**src/rtl/threshold_loader_pkg.sv**
```systemverilog
// Shared definitions for the comparator threshold-table loader: FSM encoding and
// width helpers used by the loader, the comparator and the wrapper.
package threshold_loader_pkg;

  typedef enum logic [1:0] {
    ST_IDLE = 2'd0,
    ST_LOAD = 2'd1,
    ST_DONE = 2'd2
  } load_state_t;

  // Accumulator holds cnt * K exactly, so it needs cnt bits plus every bit of K.
  function automatic int acc_width(input int cnt_w, input int int_w, input int frac_w);
    return cnt_w + int_w + frac_w;
  endfunction

  // Threshold entries are one bit wider than a count: they compare against CntA+CntB.
  function automatic int entry_width(input int cnt_w);
    return cnt_w + 1;
  endfunction

endpackage

```
**src/rtl/threshold_loader.sv**
```systemverilog
// Streams the Tanimoto threshold table Result[c] = sat(ceil(c*K)), c = 0..VECTOR_WIDTH,
// into the comparator result RAM, one entry per cycle, using a running sum instead of a multiplier.
module threshold_loader
  import threshold_loader_pkg::*;
#(
  parameter int VECTOR_WIDTH = 920,
  parameter int CNT_WIDTH    = $clog2(VECTOR_WIDTH),
  parameter int INT_WIDTH    = 4,
  parameter int FRAC_WIDTH   = 16,
  parameter int ACC_WIDTH    = acc_width(CNT_WIDTH, INT_WIDTH, FRAC_WIDTH)
) (
  input  logic                           clk,
  input  logic                           rst,
  input  logic                           i_Start,
  input  logic [INT_WIDTH+FRAC_WIDTH-1:0] i_Mult,
  output logic [CNT_WIDTH-1:0]           o_Addr,
  output logic [CNT_WIDTH:0]             o_Din,
  output logic                           o_WrEn,
  output logic                           o_Busy,
  output logic                           o_Done,
  output logic                           o_Loaded
);

  localparam int ENTRY_W = entry_width(CNT_WIDTH);
  localparam int MULT_W  = INT_WIDTH + FRAC_WIDTH;

  load_state_t                state_q, state_d;
  logic [MULT_W-1:0]          mult_q, mult_d;
  logic [ACC_WIDTH-1:0]       acc_q, acc_d;
  logic [CNT_WIDTH-1:0]       cnt_q, cnt_d;
  logic [CNT_WIDTH-1:0]       addr_q, addr_d;
  logic [ENTRY_W-1:0]         din_q, din_d;
  logic                       wr_en_q, wr_en_d;
  logic                       busy_q, busy_d;
  logic                       done_q, done_d;
  logic                       loaded_q, loaded_d;

  // Round up to the next integer, then clamp; an all-ones entry can never be reached
  // by CntA+CntB, so it reads as "never under threshold".
  function automatic logic [ENTRY_W-1:0] ceil_sat(input logic [ACC_WIDTH-1:0] acc);
    logic [ACC_WIDTH:0] rnd;
    logic [ACC_WIDTH:0] q;
    rnd = {1'b0, acc} + {{(ACC_WIDTH+1-FRAC_WIDTH){1'b0}}, {FRAC_WIDTH{1'b1}}};
    q   = rnd >> FRAC_WIDTH;
    if (|q[ACC_WIDTH:ENTRY_W]) begin
      return '1;
    end
    return q[ENTRY_W-1:0];
  endfunction

  always_ff @(posedge clk) begin
    if (rst) begin
      state_q <= ST_IDLE;
    end else begin
      state_q <= state_d;
    end
  end

  always_comb begin
    state_d = state_q;
    unique case (state_q)
      ST_IDLE: if (i_Start) state_d = ST_LOAD;
      ST_LOAD: if (cnt_q == CNT_WIDTH'(VECTOR_WIDTH)) state_d = ST_DONE;
      ST_DONE: state_d = ST_IDLE;
      default: state_d = ST_IDLE;
    endcase
  end

  always_comb begin
    mult_d   = mult_q;
    acc_d    = acc_q;
    cnt_d    = cnt_q;
    addr_d   = addr_q;
    din_d    = din_q;
    wr_en_d  = 1'b0;
    busy_d   = 1'b0;
    done_d   = 1'b0;
    loaded_d = loaded_q;
    unique case (state_q)
      ST_IDLE: begin
        if (i_Start) begin
          mult_d   = i_Mult;
          acc_d    = '0;
          cnt_d    = '0;
          loaded_d = 1'b0;
        end
      end
      ST_LOAD: begin
        wr_en_d = 1'b1;
        busy_d  = 1'b1;
        addr_d  = cnt_q;
        din_d   = ceil_sat(acc_q);
        acc_d   = acc_q + ACC_WIDTH'(mult_q);
        cnt_d   = cnt_q + CNT_WIDTH'(1);
      end
      ST_DONE: begin
        done_d   = 1'b1;
        loaded_d = 1'b1;
      end
      default: ;
    endcase
  end

  // Registered outputs and datapath; address/data hold between writes.
  always_ff @(posedge clk) begin
    if (rst) begin
      mult_q   <= '0;
      acc_q    <= '0;
      cnt_q    <= '0;
      addr_q   <= '0;
      din_q    <= '0;
      wr_en_q  <= 1'b0;
      busy_q   <= 1'b0;
      done_q   <= 1'b0;
      loaded_q <= 1'b0;
    end else begin
      mult_q   <= mult_d;
      acc_q    <= acc_d;
      cnt_q    <= cnt_d;
      addr_q   <= addr_d;
      din_q    <= din_d;
      wr_en_q  <= wr_en_d;
      busy_q   <= busy_d;
      done_q   <= done_d;
      loaded_q <= loaded_d;
    end
  end

  assign o_Addr   = addr_q;
  assign o_Din    = din_q;
  assign o_WrEn   = wr_en_q;
  assign o_Busy   = busy_q;
  assign o_Done   = done_q;
  assign o_Loaded = loaded_q;

endmodule
```
**config.mk**
```make
export PLATFORM = sky130hd
export DESIGN_NAME = threshold_loader
export DESIGN_NICKNAME = d
export VERILOG_FILES = /design/src/rtl/threshold_loader_pkg.sv /design/src/rtl/threshold_loader.sv
export SDC_FILE = /design/constraint.sdc
export NUM_CORES = 1
export LEC_CHECK = 0
export ABC_AREA = 1
export CAP_MARGIN = 15
export CORE_MARGIN = 1.5
export CORE_UTILIZATION = 56
export CTS_CLUSTER_SIZE = 14
export DETAILED_ROUTE_END_ITERATION = 12
export GPL_TIMING_DRIVEN = 0
export PLACE_DENSITY = 0.88
export SYNTH_ARGS = -nofsm -noshare
export SYNTH_HDL_FRONTEND = slang
export SYNTH_SLANG_ARGS = --single-unit
```
**constraint.sdc**
```tcl
create_clock -name clk -period 2.6 [get_ports clk]
set_input_delay 0.52 -clock clk [delete_from_list [all_inputs] [get_ports clk]]
set_output_delay 0.52 -clock clk [all_outputs]
set_load 0.005 [all_outputs]
```
# Word level (Yosys, flattened, before mapping)
# Cells that the tools add are included.
# classes
n_eq_ne,5
addsub,3
n_mux,15
n_reduce_logical,8
# ops
operator,count
$pmux W30 S2,1
$add A30 B16 Y31 const B,1
$add A30 B20 Y30,1
$mux W30,1
$mux W11,2
$pmux W10 S2,1
$add A10 B1 Y10 const B,1
$eq A10 B10 Y1 const B,1
$mux W10,1
$reduce_and A2 Y1,4
$mux W1,5
$mux W2,2
$ne A2 B2 Y1 const B,2
$pmux W2 S2,1
$reduce_bool A2 Y1,2
$reduce_or A4 Y1,1
$eq A2 B1 Y1 const B,1
$eq A2 B2 Y1 const B,1
$logic_not A2 Y1,1
$pmux W1 S2,1
# totals
in_bits,23
word_cells,40
reg_bits,86
out_inout_bits,25

# Logic depth before layout (Yosys ltp)
# depth
word_depth,5
mapped_depth,13
mapped_depth_nobuf,13

# Least setup slack after synthesis
# OpenSTA, ideal clock, no wires.
# synth_path
path_kind,register -> register
startpoint,register acc_q[0]
endpoint,register acc_q[26]
path_stages_with_launch,14
arrival_time_ns,1.739
t_required_ns,2.483
period_less_slack_ns,1.857
setup_time_ns,0.117
slack_ns,0.743
n_path_buf,0
cell_sequence,dfxtp_1 ha_1 inv_1 fa_1 inv_1 nand3_1 nand3_1 nand2_1 nand2_1 nand3_1 nand3_1 nand3_1 nand2_1 nor2_1
# synth_via
elab_chain_cells,2
# synth_lines
element,line,text
from (decl),threshold_loader.sv:29,"logic [ACC_WIDTH-1:0] acc_q, acc_d;"
from (signal assigned),threshold_loader.sv:108,acc_q <= '0;
from (signal assigned),threshold_loader.sv:118,acc_q <= acc_d;
$add A30 B20 Y30,threshold_loader.sv:93,acc_d = acc_q + ACC_WIDTH'(mult_q);
$pmux W30 S2,threshold_loader.sv:79,unique case (state_q)
# Every way passes these cells.
# A chain may end at the register's enable or synchronous reset.

# Worst setup path after layout
# layout_path
startpoint,register acc_q[0]
endpoint,register acc_q[22]
# The elaborated chain is that of the path after synthesis.

==> results by group <==
Routing
  • Total met2 wirelength after detailed routing: ~6300 um
  • Uppermost layer routed: met4
  • Vias: 5428
  • Iter 0 DRT Violations: approximately 420
  • Post-detailed-route DRC marker count: 5
  • Routed wl met3: slightly above 1000 um
  • Number of routed nets with antenna violations: 0
  • DRT Wirelength: about 14000 um
  • Detail-routed net length per standard cell: approximately 14 um
  • Per-cell via count in the routed design: roughly 5.5
  • First drt pass iteration count: 9
  • Met1 WL: 6314 um

Yosys
  • Cell area after technology mapping: 5152 sq um
  • Yosys warnings: 0
  • Number of nets in the synthesized netlist: around 860
  • Top cell type's share of synthesized area: between 30% and 40%
  • Asr flop ratio synth: 0%
  • Cell variety after synth: 36
  • Number of enable-type register cells in the synthesized netlist: 0
  • Cell taking the most area after synthesis: sky130_fd_sc_hd__dfxtp_1
  • Sequential cell area fraction in the yosys report: between 30% and 40%
  • Average cell area after synthesis: approximately 6.4 sq um
  • Largest cells by area after synthesis: sky130_fd_sc_hd__dfxtp_1, sky130_fd_sc_hd__nand2_1, sky130_fd_sc_hd__a21oi_1, sky130_fd_sc_hd__nor2_1, sky130_fd_sc_hd__inv_1
  • Number of flip-flops and latches in the synthesized netlist: 86
  • Number of cells produced by synthesis: 810
  • Prevailing post-synth register cell: sky130_fd_sc_hd__dfxtp_1

Global routing
  • Number of global-route vias before repair: around 5k
  • Pin count of the biggest net entering global routing: 18
  • First-pass GRT wire length: 23280 um
  • All-Layer GR Usage: 29.51%
  • Gr ovfl total: 0
  • Initial antenna violation count: 0

Job
  • Number of max-cap violations: 0

Critical path
  • Critical Path Fanout Max: 5
  • Critical path endpoint category: flop
  • Data arrival time at the worst-slack endpoint: around 2600 ps
  • CP dominant cell by count: sky130_fd_sc_hd__nand3_1
  • Crit Path Class: reg -> reg
  • Crit-path max cell delay: ~400 ps
  • List of cells traversed by the critical path: ha_1, inv_1, fa_1, inv_1, nand3_1, nand3_1, nand2_1, nand2_1, nand3_1, nand3_1, nand3_1, nand2_1, nor2_1
  • Max stage delay cell, worst path: sky130_fd_sc_hd__dfxtp_1
  • Critical path startpoint category: flop
  • Required arrival time at the worst endpoint: 2860 ps

Placed design
  • Placed Cells incl. Taps: roughly 970
  • RePlAce Congestion: approximately 1.0
  • Number of I/O port buffers: 47
  • DP Wirelength: ~10000 um
  • Worst setup timing slack at the placement stage: 295.0 ps

CTS
  • Maximum clock path buffer count: 2
  • Latest clock arrival within the worst-skew pair: roughly 370 ps
  • Clock root cell: sky130_fd_sc_hd__clkbuf_8
  • Clock slew seen by the registers of the worst setup and hold paths: ~100 ps
  • Post-CTS setup buffer count: 0
  • Hold buffer count at CTS: 0
  • CTS Buf Count: 9
  • CTS resizes: 0
  • Number of clock sinks: 86
  • TritonCTS clock tree: done
  • Number of H-tree levels: 3

Min path
  • Min-delay worst type: reg -> reg

Layout
  • Post-route core utilization: ~68%
  • Filler-free cell count of the finished design: between 900 and 1k
  • Share of final-layout standard cells stronger than drive strength 1: 6.186%
  • Antenna fix cells: 0
  • Final-layout fill cell count: about 800
  • Net count of the finished layout: roughly 900
  • Area added between synthesis and finish: 15.93%

Floorplan
  • Die area: slightly below 10000 sq um
  • Horizontal die dimension: slightly below 100 um
  • Site row count: 34
  • Starting Density: about three fifths
  • Die height: between 90 and 100 um
  • Placeable Area: between 8000 and 9000 sq um
  • Number of primary I/O pins: 48

Run status
  • Violations in the final reports: design-rule violations
  • Result of the run: complete, but fails checks

Power and ir drop
  • Areal power density over the cells: between 500 and 600 nW/um^2
  • Static leakage: around 2.6 nW
  • Worst voltage drop across the vdd grid: around 0.25 mV

STA
  • Transition at the pin with the smallest max-transition slack: 661.4 ps
  • Hold violation total from the final report: 0
  • Final critical-path share of the clock period: roughly nine tenths
  • Post-layout minimum cycle time: roughly 2400 ps
  • Max Slew Vio Count: 0
  • Number of setup violations in the final report: 0
  • Slew headroom: 55.91%
  • Max Freq: 0.4243 GHz
  • Worst Skew: around 16 ps
  • Sum Neg Setup Slack: 0 ps
  • Setup repair after global routing missed its margin: false
  • Slack of the critical path: between 200 and 250 ps
## worst paths after layout
path | from | endpoint | slack [ps] | cells past startpoint
setup / recovery | acc_q[0] | acc_q[22] | 240 | 13
hold / removal | mult_q[10] | mult_q[10] | 470 | 2
setup reg to reg | acc_q[0] | acc_q[22] | 240 | 13
hold reg to reg | mult_q[10] | mult_q[10] | 470 | 2
## cells in the mapped netlist (all sizes together) (7+ instances only)
cell type  instances
nand2            238
o21ai             42
buf               16
nand3             60
clkbuf            13
inv               89
nor2              97
a21oi             99
nand4              7
dfxtp             86
ha                22
nor3              14
## final cells by class
class | instances | area [sq um] | share of cell area, %
Inverter | 89 | 334.1 | 5.593
Sequential cell | 86 | 1722 | 28.82
Timing Repair Buffer | 47 | 470.5 | 7.876
Buffer | 29 | 135.1 | 2.262
Clock inverter | 7 | 91.34 | 1.529
Multi-Input combinational cell | 606 | 2962 | 49.58
Clock buffer | 9 | 123.9 | 2.074
Tap cell | 108 | 135.1 | 2.262
## cell usage in the layout, fill, tap and decap left out, types with 3 or more instances in the layout
master,n
sky130_fd_sc_hd__clkbuf_1,13
sky130_fd_sc_hd__inv_1,86
sky130_fd_sc_hd__inv_2,3
sky130_fd_sc_hd__buf_2,9
sky130_fd_sc_hd__dfxtp_1,86
sky130_fd_sc_hd__nor2_2,4
sky130_fd_sc_hd__nor3_1,13
sky130_fd_sc_hd__clkbuf_8,9
sky130_fd_sc_hd__clkdlybuf4s50_1,47
sky130_fd_sc_hd__xor2_1,4
sky130_fd_sc_hd__a21oi_2,10
sky130_fd_sc_hd__nand4_1,7
sky130_fd_sc_hd__nor2_1,92
sky130_fd_sc_hd__o21ai_0,42
sky130_fd_sc_hd__nand2_1,236
sky130_fd_sc_hd__a211oi_1,3
sky130_fd_sc_hd__nand3b_1,4
sky130_fd_sc_hd__nand3_1,58
sky130_fd_sc_hd__buf_1,4
sky130_fd_sc_hd__ha_1,22
sky130_fd_sc_hd__a21oi_1,89
## flip-flops by register name, indices dropped and copies added (netlist names)
name and cells:
o_Busy 1, o_Done 1, o_Addr 10, o_Loaded 1, state_q 2, mult_q 20
o_Din 11, cnt_q 10, acc_q 30
## logic make-up after synthesis
family / after synthesis / share of synthesized area (%)
and+or+nand+nor: 424 / 34.48
AOI/OAI and AO/OA: 155 / 16.59
buffers and inverters: 118 / 9.106
DFF: 86 / 33.41
adders and majority gates: 23 / 5.731
xor gates and xnor gates: 4 / 0.6799
## report_power, final
group          switching (mW)  internal, mW
Combinational           0.336         0.217
Sequential             0.0468          1.39
Clock                   0.558         0.467
## critical path, delay by kind of cell (launching register included)
family                   cells  cell delay [ps]
AND/OR/NAND/NOR              9             1070
adder cells (fa/ha/maj)      2              570
flip-flops                   1              400
buffers and inverters        2              210
## metal layers
metal / vias up / track usage [%]
met5: - / 0
met4: 0 / 10.55
met3: 32 / 4.468
met2: 224 / 48.49
met1: 2428 / 39.50
li1: 2744 / -
## per-stage QoR
step	hold slack (ps)	instance area [sq um]	power, mW
after floorplan	439.2	5152	1.776
after global placement	451.5	5758	1.996
after detailed placement	462.3	5758	2.007
after CTS	474.1	5973	3.010
after global routing	496.6	5973	3.139
final	474.4	5973	3.011
(Power assumes the default switching activity.)
